==> src/rtl/piso_ser.sv <==
// Parallel-in serial-out shifter with valid/ready handshake on the serial side.
// A new word can be loaded on the edge that transfers the final bit, so back-to-back words leave no gap.
module piso_ser #(
  parameter int WIDTH     = 4,
  parameter bit MSB_FIRST = 1'b1
) (
  input  logic             clk,
  input  logic             clr,
  input  logic [WIDTH-1:0] d,
  input  logic             load,
  output logic             ready,
  input  logic             sready,
  output logic             sout,
  output logic             v,
  output logic             last
);

  localparam int CNT_W = (WIDTH > 1) ? $clog2(WIDTH) : 1;
  localparam logic [CNT_W-1:0] LAST_CNT = CNT_W'(WIDTH - 1);

  typedef enum logic {IDLE, SHIFT} state_t;

  state_t           state_q, state_d;
  logic [WIDTH-1:0] shreg_q, shreg_d;
  logic [CNT_W-1:0] cnt_q, cnt_d;

  // Serial outputs depend only on registered state; ready alone looks at sready.
  always_comb begin
    v     = (state_q == SHIFT);
    last  = v && (cnt_q == LAST_CNT);
    sout  = v && (MSB_FIRST ? shreg_q[WIDTH-1] : shreg_q[0]);
    ready = (state_q == IDLE) || (last && sready);
  end

  always_comb begin
    state_d = state_q;
    shreg_d = shreg_q;
    cnt_d   = cnt_q;
    case (state_q)
      IDLE: begin
        if (load) begin
          shreg_d = d;
          cnt_d   = '0;
          state_d = SHIFT;
        end
      end
      SHIFT: begin
        if (sready) begin
          if (last) begin
            if (load) begin
              shreg_d = d;
              cnt_d   = '0;
            end else begin
              shreg_d = '0;
              cnt_d   = '0;
              state_d = IDLE;
            end
          end else begin
            shreg_d = MSB_FIRST ? (shreg_q << 1) : (shreg_q >> 1);
            cnt_d   = cnt_q + CNT_W'(1);
          end
        end
      end
      default: state_d = IDLE;
    endcase
  end

  always_ff @(posedge clk) begin
    if (clr) begin
      state_q <= IDLE;
      shreg_q <= '0;
      cnt_q   <= '0;
    end else begin
      state_q <= state_d;
      shreg_q <= shreg_d;
      cnt_q   <= cnt_d;
    end
  end

endmodule

==> config.mk <==
export PLATFORM = sky130hd
export DESIGN_NAME = piso_ser
export DESIGN_NICKNAME = d
export VERILOG_FILES = /design/src/rtl/piso_ser.sv
export SDC_FILE = /design/constraint.sdc
export NUM_CORES = 1
export LEC_CHECK = 0
export ABC_CLOCK_PERIOD_IN_PS = 2950
export CELL_PAD_IN_SITES_DETAIL_PLACEMENT = 1
export CELL_PAD_IN_SITES_GLOBAL_PLACEMENT = 1
export CORE_UTILIZATION = 25
export CTS_CLUSTER_SIZE = 20
export DETAILED_ROUTE_END_ITERATION = 6
export PLACE_DENSITY_LB_ADDON = 0.15
export SLEW_MARGIN = 20
export SYNTH_ARGS = -nofsm -noshare
export SYNTH_HDL_FRONTEND = slang
export SYNTH_SLANG_ARGS = --single-unit
==> constraint.sdc <==
create_clock -name clk -period 2.95 [get_ports clk]
set_clock_uncertainty 0.15 [all_clocks]
set_input_delay 0.295 -clock clk [delete_from_list [all_inputs] [get_ports clk]]
set_output_delay 0.295 -clock clk [all_outputs]
set_load 0.05 [all_outputs]
[After elaboration in Yosys (flattened, before gate mapping)]
Index checks and enable logic that the tools add are counted.
W data, S select, Z words.
Operators by class
  eq/ne operators: 3
  reduce and logical (&&, ||, !) cells: 5
  add/subtract/negate cells: 1
  bitwise logic cells: 1
  mux-type cells: 13
Operators with widths (number)
  $mux W4: 4
  $pmux W4 S2: 1
  $mux W2: 3
  $ne A2 B2 Y1 const B: 2
  $pmux W2 S2: 1
  $logic_and A1 B1 Y1: 3
  $mux W1: 3
  $add A2 B1 Y2 const B: 1
  $eq A2 B2 Y1 const B: 1
  $pmux W1 S2: 1
  $reduce_and A2 Y1: 1
  $logic_or A1 B1 Y1: 1
  $not A1 Y1: 1
Storage, ports and cells
  input bits: 8
  logic and storage cells: 26
  register bits: 7
  output and inout bits: 4

[Longest topological paths before layout]
Gate-level depths: netlist of the first run.
  word-level depth: 5
  mapped depth: 5
  gate-level depth less buffers: 4

[Worst setup path before layout of the first run]
No wires, ideal clock.
  path kind: register to output
  start point: reg state_q, in the netlist v
  end point: out last
  buffers on the path: 1
  arrival time: 1.256 ns
  cell stages (with the launch flop): 3
  data required time: 2.505 ns
  path slack: 1.249 ns
  path through: dfxtp_1 -> buf_6 -> and2_1
On the way
  word-level cells in the longest chain between the ends: 1
RTL lines
  start, declared: RTL line 23  | state_t state_q, state_d;
  start signal, assigned: RTL line 74  | state_q <= state_d;
  $logic_and A1 B1 Y1: RTL line 30  | last = v && (cnt_q == LAST_CNT);
  end, declared: RTL line 15  | output logic last
No other way between the ends.

[Worst setup path in the final report of the first run]
  start point: reg cnt_q[0]
  end point: out ready
On the way
  word-level cells in the longest chain between the ends: 4
RTL lines
  start, declared: RTL line 25  | logic [CNT_W-1:0] cnt_q, cnt_d;
  start signal, assigned: RTL line 76  | cnt_q <= cnt_d;
  $eq A2 B2 Y1: RTL line 30
  $logic_and A1 B1 Y1: RTL line 30
  $logic_and A1 B1 Y1: RTL line 32  | ready = (state_q == IDLE) || (last && sready);
  $logic_or A1 B1 Y1: RTL line 32
  end, declared: RTL line 11  | output logic ready,
No other way between the ends.

==> flow_summary.toml, run 1 <==
[status]
status = "complete, no violations"

[global_routing]
grt_max_degree = 12
wire_length_of_the_first_global_routing_pass_um = 1690
first_global_vias = 379
globalRouteOverflowTotal = 0
grt_antenna_before_repair = 0
globalRouteTotalUtil = 0.1312

[die]
floorplan.die.height_um = 41.58
initial_utilization = 0.2833
io_pins = 12
die_area_um2 = 1729
std_cell_rows = 13
core_area_um2 = 1383
die_width_um = 41.58

[place]
hpwl_um = 784.9
gpl.final_weighted_congestion = 0.6722
buffer_ports.inserted = 11

[sta]
relSlewSlack = 0.6593
worst_slew_pin_slew_ns = 0.5095
setup_repair_after_global_routing_missed_its_margin = "no"
setup_tns_ns = 0
setup_violations = 0
drv_slew = 0
max_freq_mhz = 409.7
post-route-period-util = 0.8274
final-hold-violation-count = 0
finalWorstPathRequiredPeriod_ns = 2.441

[final_layout]
total_nets_final = 67
final_core_util = 0.3810
flow.area_growth_from_synthesis_pct = 34.50
insertedDiodeCount = 0
layout.cells.most_common_list = "11 x clkdlybuf4s50_1, 8 x nor2_1, 7 x dfxtp_1"
final_common_cell = "clkdlybuf4s50_1"
post_route_cells_drive_above_1_share = 0.1404

[worst_setup_path]
crit_top_cell = "nand2_1"
timing.critical_path.arrival_ns = 2.00
critPathMaxFanout = 10
worstSetupPathType = "reg2out"
setup.worst_path.start_class = "flop"
critPathSlowestCell = "clkdlybuf4s50_1"
cell_family_with_most_cp_delay = "buffers and inverters"
setup.reg_to_reg.worst_slack_ns = 1.47
critical_path.endpoint_type = "primary output"
required_ns = 2.51
critical_path_buffer_and_inverter_count = 1
timing.critical_path.cells = "ha_1 -> nand2_1 -> nand2_1 -> clkdlybuf4s50_1"
timing.critical_path.slowest_cell_delay_ns = 0.81

[pwr]
static-leakage-power_nw = 0.2026
worst_ir_drop_vdd_uv = 172.1
power.switching_mw = 0.07234
share_clk_of_total_power = 0.362
p_sw_frac = 0.2896
seq_power_share = 0.429
finalPower_mw = 0.2498
cellPowerDensity_nw_per_um2 = 474.2
power.internal_mw = 0.1774
combinationalPowerShare = 0.209

[synthesis]
synth.net_count = 54
syn-mean-instance-area_um2 = 8.703
postSynthRegisterBits = 7
synthesis.yosys.warnings = 0
synth_top_cell_area_share = 0.3578
top_cells_by_area_synth = "dfxtp_1 36%, nor2_1 7.7%, a311oi_1 6.7%"
netlist-cell-type-count = 23
netlist.top_cell.by_area = "dfxtp_1"
netlist_area_um2 = 391.6
synth_seq_area_share = 0.3578
syn-instance-count = 45

[detailed_routing]
drt-vias-per-instance = 5.333
detail-route-antenna-nets = 0
wl_per_cell_um = 14.26
drc_errors = 0
drt_pre_antenna_iters = 2
route.final.wire_length_um = 1027
total_via_count_in_the_routed_design = 384
drt_iter0_markers = 11

[clocking]
post-cts-setup-buffer-count = 0
clock_tree.root_cell = "clkbuf_4"
cts_buffers = 3
resized_after_cts = 0
insertion_delay_ns = 0.25
ctsHtreeMaxLevel = 1
cts-hold-fix-buffers = 0
tritoncts_num_sinks = 7
cts_tree = "yes"
cts.reportedPaths.clkPinSlew_ns = 0.06
clockBufferDepth = 2

[worst_hold_path]
worst_hold_path_type = "reg2reg"

[job]
timing.max_cap.violations = 0
routing by layer:
layer / vias up / wire length (um) / part of all wire / global-route usage
li1: 186 / - / - / -
met1: 186 / 475 / 0.46 / 0.1349
met2: 8 / 481 / 0.47 / 0.2281
met3: 4 / 39 / 0.038 / 0.03043
met4: 0 / 30 / 0.029 / 0.09677
met5: - / 0 / 0 / 0
through the flow:
stage                     instances  cell area, um^2  hold WS, ns  setup slack [ns]
after floorplan                  45            391.6       0.2624             1.249
after global placement           68            500.5       0.3162            0.6531
after detailed placement         68            500.5       0.3303            0.6332
after CTS                        72            526.8       0.3444            0.5085
after global routing             72            526.8       0.3662            0.4033
final                            72            526.8       0.3389            0.5091
synth_stat cells:
library cell  n
inv_1         1
o41ai_2       1
buf_6         1
a311oi_1      3
a21oi_1       1
dfxtp_1       7
nand2_2       1
buf_1         1
ha_1          1
buf_2         1
mux2_2        1
mux2i_2       1
a32oi_1       1
and2_1        2
nor2b_1       3
or3_1         1
nor2_1        8
a21oi_2       1
nand2b_1      1
nand2_1       3
nand3b_1      1
nor4_1        3
a21boi_0      1
cells by family after synthesis:
kind of cell	count (synthesis)	share of synthesized area
adder cells (fa/ha/maj)	1	0.03194
AO/OA/AOI/OAI	8	0.1853
buffers and inverters	4	0.06067
AND/OR/NAND/NOR	23	0.3004
multiplexers	2	0.06389
flip-flops	7	0.3578
layout make-up:
| type | count | area, um^2 |
|---|---|---|
| Fill cell | 172 | 855.8 |
| Multi-Input combinational cell | 34 | 227.7 |
| Sequential cell | 7 | 140.1 |
| Timing Repair Buffer | 11 | 110.1 |
| Clock buffer | 4 | 26.28 |
| Tap cell | 15 | 18.77 |
| Inverter | 1 | 3.754 |
power by group through the flow:
| stage | Clock [mW] | Combinational, mW | Sequential, mW |
|---|---|---|---|
| floorplan | 0 | 0.0314 | 0.109 |
| CTS | 0.0928 | 0.0529 | 0.107 |
| detailed placement | 0 | 0.0526 | 0.109 |
| finish | 0.0904 | 0.0522 | 0.107 |
| global placement | 0 | 0.0504 | 0.108 |
| global route | 0.0991 | 0.0567 | 0.108 |
worst paths after layout:
kind,from,to,cells after the start
worst min register to register,shreg_q[0]$_SDFFE_PP0P_,shreg_q[0]$_SDFFE_PP0P_,2
worst min-delay path,shreg_q[0]$_SDFFE_PP0P_,shreg_q[0]$_SDFFE_PP0P_,2
worst max-delay path,cnt_q[0]$_SDFFE_PP0P_,ready,4
worst max register to register,cnt_q[0]$_SDFFE_PP0P_,shreg_q[1]$_SDFFE_PP0P_,4
registers in the layout (all words and copies together) (netlist names):
name     flops
shreg_q      4
cnt_q        2
v            1
worst register-to-register path: cells and delay by family, from the launching register on:
kind	cells	cell delay [ns]
simple gates	2	0.50
flops	1	0.33
fa+ha+maj	1	0.32
compound gates	1	0.07
(Power assumes the default switching activity.)
==> inputs of run 2 (changes only) <==
--- a/config.mk
+++ b/config.mk
@@ -5,7 +5,7 @@
 export SDC_FILE = /design/constraint.sdc
 export NUM_CORES = 1
 export LEC_CHECK = 0
-export ABC_CLOCK_PERIOD_IN_PS = 2950
+export ABC_CLOCK_PERIOD_IN_PS = 2200
 export CELL_PAD_IN_SITES_DETAIL_PLACEMENT = 1
 export CELL_PAD_IN_SITES_GLOBAL_PLACEMENT = 1
 export CORE_UTILIZATION = 25
==> constraint.sdc (replaced) <==
create_clock -name clk -period 2.2 [get_ports clk]
set_clock_uncertainty 0.15 [all_clocks]
set_input_delay 0.22 -clock clk [delete_from_list [all_inputs] [get_ports clk]]
set_output_delay 0.22 -clock clk [all_outputs]
set_load 0.05 [all_outputs]
==> flow_summary.toml, run 2 (synthesized netlist as in run 1, its figures left out) <==
[global_routing]
global_route.usage.met3 = 0.06522
top_usage_layer = "met2"
globalRouteOverflowTotal = 0
global_route.usage.met2 = 0.2344
globalRouteTotalUtil = 0.1338
first_global_vias = 404
grt_met1_usage = 0.1398
grt_max_degree = 11
grt_antenna_before_repair = 0
wire_length_of_the_first_global_routing_pass_um = 1738

[worst_setup_path]
critical_path.endpoint_type = "primary output"
required_ns = 1.83
critical_path_depth = 1
worstSetupPathType = "reg2out"
critical_path_buffer_and_inverter_count = 1
setup.worst_path.start_class = "flop"
cell_family_with_most_cp_delay = "buffers and inverters"
ff2ff_path_depth = 4
timing.critical_path.slowest_cell_delay_ns = 0.81
critPathSlowestCell = "clkdlybuf4s50_1"
timing.critical_path.arrival_ns = 1.40
critPathMaxFanout = 2
timing.critical_path.cells = "clkdlybuf4s50_1"

[detailed_routing]
drc_errors = 0
total_via_count_in_the_routed_design = 392
route.final.wire_length_um = 1047
drt_pre_antenna_iters = 2
drt_iter0_markers = 3
wl_per_cell_um = 14.34
detail-route-antenna-nets = 0
drt-vias-per-instance = 5.370

[final_layout]
flow.area_growth_from_synthesis_pct = 37.70
max_flop_register = "shreg_q"
finalNonFillerCells = 73
total_nets_final = 68
finalInstanceArea_um2 = 539.3
post_route_cells_drive_above_1_share = 0.2069
insertedDiodeCount = 0
layout.cells.most_common_list = "8 x nor2_1, 8 x clkdlybuf4s50_1, 7 x dfxtp_1"
largest_register_ff_count = 4
fillers = 171

[die]
initial_utilization = 0.2833
std_cell_rows = 13
die_width_um = 41.58
core_area_um2 = 1383
io_pins = 12
floorplan.die.height_um = 41.58
die_area_um2 = 1729

[clocking]
cts_tree = "yes"
cts-hold-fix-buffers = 0
post-cts-setup-buffer-count = 0
clock_tree.root_cell = "clkbuf_4"
tritoncts_num_sinks = 7
ctsHtreeMaxLevel = 1
insertion_delay_ns = 0.26
clockBufferDepth = 2
cts.reportedPaths.clkPinSlew_ns = 0.05
cts_buffers = 3
resized_after_cts = 0

[sta]
setup_tns_ns = 0
post-route-worst-setup-slack_ns = 0.4325
post-route-period-util = 0.8034
max_freq_mhz = 565.8
relSlewSlack = 0.6609
whs_ns = 0.3312
finalWorstPathRequiredPeriod_ns = 1.767
setup_repair_after_global_routing_missed_its_margin = "no"
worst_slew_pin_slew_ns = 0.5071
drv_slew = 0
setup_violations = 0
final-hold-violation-count = 0

[worst_hold_path]
worst_hold_path_type = "reg2reg"
hold-path-cell-count = 2

[status]
status = "complete, no violations"

[place]
hpwl_um = 792.1
placed_cells = 69
dpl_worst_slack_ns = 0.5710
buffer_ports.inserted = 11
gpl.final_weighted_congestion = 0.7358
detailed_place.area_um2 = 513.0

[job]
timing.max_cap.violations = 0

[pwr]
cellPowerDensity_nw_per_um2 = 634.8
static-leakage-power_nw = 0.2173
worst_ir_drop_vdd_uv = 316.1
-- run 2: cell count changes in the layout (fill, tap and decap cells not counted), sizes merged --
cell	before	now
clkdlybuf4s50	11	8
buf	0	4
-- run 2: area by class of cell --
cell class	count	area [um^2]	share of cell area
Clock buffer	4	26.28	0.04872
Inverter	1	3.754	0.006961
Multi-Input combinational cell	34	227.7	0.4223
Sequential cell	7	140.1	0.2599
Tap cell	15	18.77	0.03480
Timing Repair Buffer	12	122.6	0.2274
-- run 2: per-stage QoR --
step | total power, mW | util
detailed placement | 0.2218 | 0.3710
global placement | 0.2185 | 0.3710
CTS | 0.3489 | 0.3900
global route | 0.3611 | 0.3900
finish | 0.3423 | 0.3900
floorplan | 0.1884 | -
-- run 2: final timing paths --
| check | slack (ns) | start | to |
|---|---|---|---|
| max | 0.43 | v$_SDFF_PP0_ | v |
| min reg2reg | 0.33 | cnt_q[0]$_SDFFE_PP0P_ | cnt_q[0]$_SDFFE_PP0P_ |
| min | 0.33 | cnt_q[0]$_SDFFE_PP0P_ | cnt_q[0]$_SDFFE_PP0P_ |
| max reg2reg | 0.76 | cnt_q[0]$_SDFFE_PP0P_ | shreg_q[2]$_SDFFE_PP0P_ |
-- run 2: report_power, final --
group	internal, mW	switching, mW
sequential	0.136	0.00437
combinational	0.0368	0.0418
clock	0.0696	0.0539
-- run 2: worst min-delay path, stage by stage (launching register included) --
cell and delay, ns:
dfxtp_1 0.32, nand2_1 0.07, a21oi_2 0.05
-- run 2: metal layers --
metal,vias to the layer above,part of all wire
met2,9,0.50
li1,187,-
met4,0,0.015
met3,3,0.060
met5,-,0
met1,193,0.43
==> inputs of run 3 (changes only) <==
--- a/config.mk
+++ b/config.mk
@@ -5,7 +5,7 @@
 export SDC_FILE = /design/constraint.sdc
 export NUM_CORES = 1
 export LEC_CHECK = 0
-export ABC_CLOCK_PERIOD_IN_PS = 2200
+export ABC_CLOCK_PERIOD_IN_PS = 1500
 export CELL_PAD_IN_SITES_DETAIL_PLACEMENT = 1
 export CELL_PAD_IN_SITES_GLOBAL_PLACEMENT = 1
 export CORE_UTILIZATION = 25
==> constraint.sdc (replaced) <==
create_clock -name clk -period 1.5 [get_ports clk]
set_clock_uncertainty 0.15 [all_clocks]
set_input_delay 0.15 -clock clk [delete_from_list [all_inputs] [get_ports clk]]
set_output_delay 0.15 -clock clk [all_outputs]
set_load 0.05 [all_outputs]
==> flow_summary.toml, run 3 (synthesized netlist as in run 1, its figures left out) <==
[final_layout]
layout.cells.most_common_list = "8 x nor2_1, 7 x clkdlybuf4s50_1, 4 x buf_12, 4 x dfxtp_1"
largest_register_ff_count = 4
max_flop_register = "shreg_q"
final_common_cell = "nor2_1"
finalInstanceArea_um2 = 590.6
final_core_util = 0.4271
total_nets_final = 68
flow.area_growth_from_synthesis_pct = 50.80
insertedDiodeCount = 0
post_route_cells_drive_above_1_share = 0.2931

[place]
detailed_place.area_um2 = 541.8
gpl.final_weighted_congestion = 0.7685
buffer_ports.inserted = 11
dpl_worst_slack_ns = -0.04121

[worst_setup_path]
timing.critical_path.slowest_cell_delay_ns = 0.58
timing.critical_path.cells = "clkdlybuf4s50_1 -> nand2_1 -> nand2_1 -> buf_12"
ff2ff_path_depth = 5
regToRegStartpoint = "cnt_q[1]$_SDFFE_PP0P_"
setup.worst_path.start_class = "input pin"
critical_path_end = "ready"
crit_top_cell = "nand2_1"
critPathSlowestCell = "clkdlybuf4s50_1"
timing.critical_path.arrival_ns = 1.10
cell_family_with_most_cp_delay = "buffers and inverters"
setup.reg_to_reg.worst_slack_ns = 0.15
critical_path_buffer_and_inverter_count = 2
critical_path_depth = 4
regToRegEndpoint = "shreg_q[1]$_SDFFE_PP0P_"
worst_setup_path_startpoint = "sready"
required_ns = 1.20
worstSetupPathType = "in2out"
critPathMaxFanout = 5
critical_path.endpoint_type = "primary output"

[sta]
setup_repair_after_global_routing_missed_its_margin = "no"
whs_ns = 0.3378
finalWorstPathRequiredPeriod_ns = 1.395
setup_violations = 0
drv_slew = 0
relSlewSlack = 0.7669
max_freq_mhz = 716.6
post-route-worst-setup-slack_ns = 0.1046
post-route-period-util = 0.9303
final-hold-violation-count = 0
setup_tns_ns = 0
worst_slew_pin_slew_ns = 0.3485

[die]
initial_utilization = 0.2833
floorplan.die.height_um = 41.58
die_area_um2 = 1729
io_pins = 12
core_area_um2 = 1383
die_width_um = 41.58
std_cell_rows = 13

[detailed_routing]
drt-vias-per-instance = 5.137
route.final.wire_length_um = 963
wl_per_cell_um = 13.19
drt_iter0_markers = 9
total_via_count_in_the_routed_design = 375
drt_pre_antenna_iters = 2
detail-route-antenna-nets = 0
drc_errors = 0

[global_routing]
grt_max_degree = 12
wire_length_of_the_first_global_routing_pass_um = 1566
first_global_vias = 354
grt_antenna_before_repair = 0
globalRouteOverflowTotal = 0
globalRouteTotalUtil = 0.1214

[clocking]
clock_tree.root_cell = "clkbuf_4"
ctsHtreeMaxLevel = 1
tritoncts_num_sinks = 7
cts_buffers = 3
cts-hold-fix-buffers = 0
insertion_delay_ns = 0.24
cts.reportedPaths.clkPinSlew_ns = 0.05
cts_tree = "yes"
clockBufferDepth = 2

[pwr]
static-leakage-power_nw = 0.2271
worst_ir_drop_vdd_uv = 318.6
cellPowerDensity_nw_per_um2 = 843.0

[status]
status = "complete, no violations"

[worst_hold_path]
worst_hold_path_type = "reg2reg"

[job]
timing.max_cap.violations = 0
==> run 3: cell type report <==
class,instances,area [um^2]
clock buffer,4,26.28
fill,159,792.0
inverter,1,3.754
multi-input combinational,34,240.2
sequential,7,143.9
tap,15,18.77
timing repair buffer,12,157.7
==> run 3: metal layers <==
layer	vias to the layer above	GRT usage	wire length [um]
met5	-	0	0
met4	0	0.07742	12
met3	2	0.03043	41
met2	9	0.1938	454
met1	174	0.1432	455
li1	190	-	-
==> run 3: where the power goes <==
part / switching [mW] / internal, mW
logic: 0.0551 / 0.0591
clock network: 0.0694 / 0.102
registers: 0.0129 / 0.200
total: 0.137 / 0.360
==> run 3: how the worst min path moves through the flow <==
stage,startpoint,depth (start not counted),slack (ns),endpoint
2_1_floorplan,load,2,0.12,v$_SDFF_PP0_
3_3_place_gp,cnt_q[0]$_SDFFE_PP0P_,2,0.31,cnt_q[0]$_SDFFE_PP0P_
3_5_place_dp,cnt_q[0]$_SDFFE_PP0P_,2,0.33,cnt_q[0]$_SDFFE_PP0P_
4_1_cts,cnt_q[0]$_SDFFE_PP0P_,2,0.34,cnt_q[0]$_SDFFE_PP0P_
5_1_grt,d[0],3,0.35,shreg_q[0]$_SDFFE_PP0P_
6_report,cnt_q[0]$_SDFFE_PP0P_,2,0.34,cnt_q[0]$_SDFFE_PP0P_
==> run 3: worst min-delay path: stages (launching register included) <==
cell,delay [ns]
dfxtp_2,0.33
nand2_1,0.07
a21oi_2,0.05
==> run 3: repair_timing <==
action	CTS	global route
setup endpoints to repair	2	2
resized for setup	3	1
pin swaps	0	1
setup buffers	0	1
==> run 3: metrics by stage <==
stage / total power [mW] / cells
CTS: 0.5068 / 72
global route: 0.5338 / 73
global placement: 0.3268 / 68
finish: 0.4979 / 73
floorplan: 0.2767 / 45
detailed placement: 0.3308 / 68
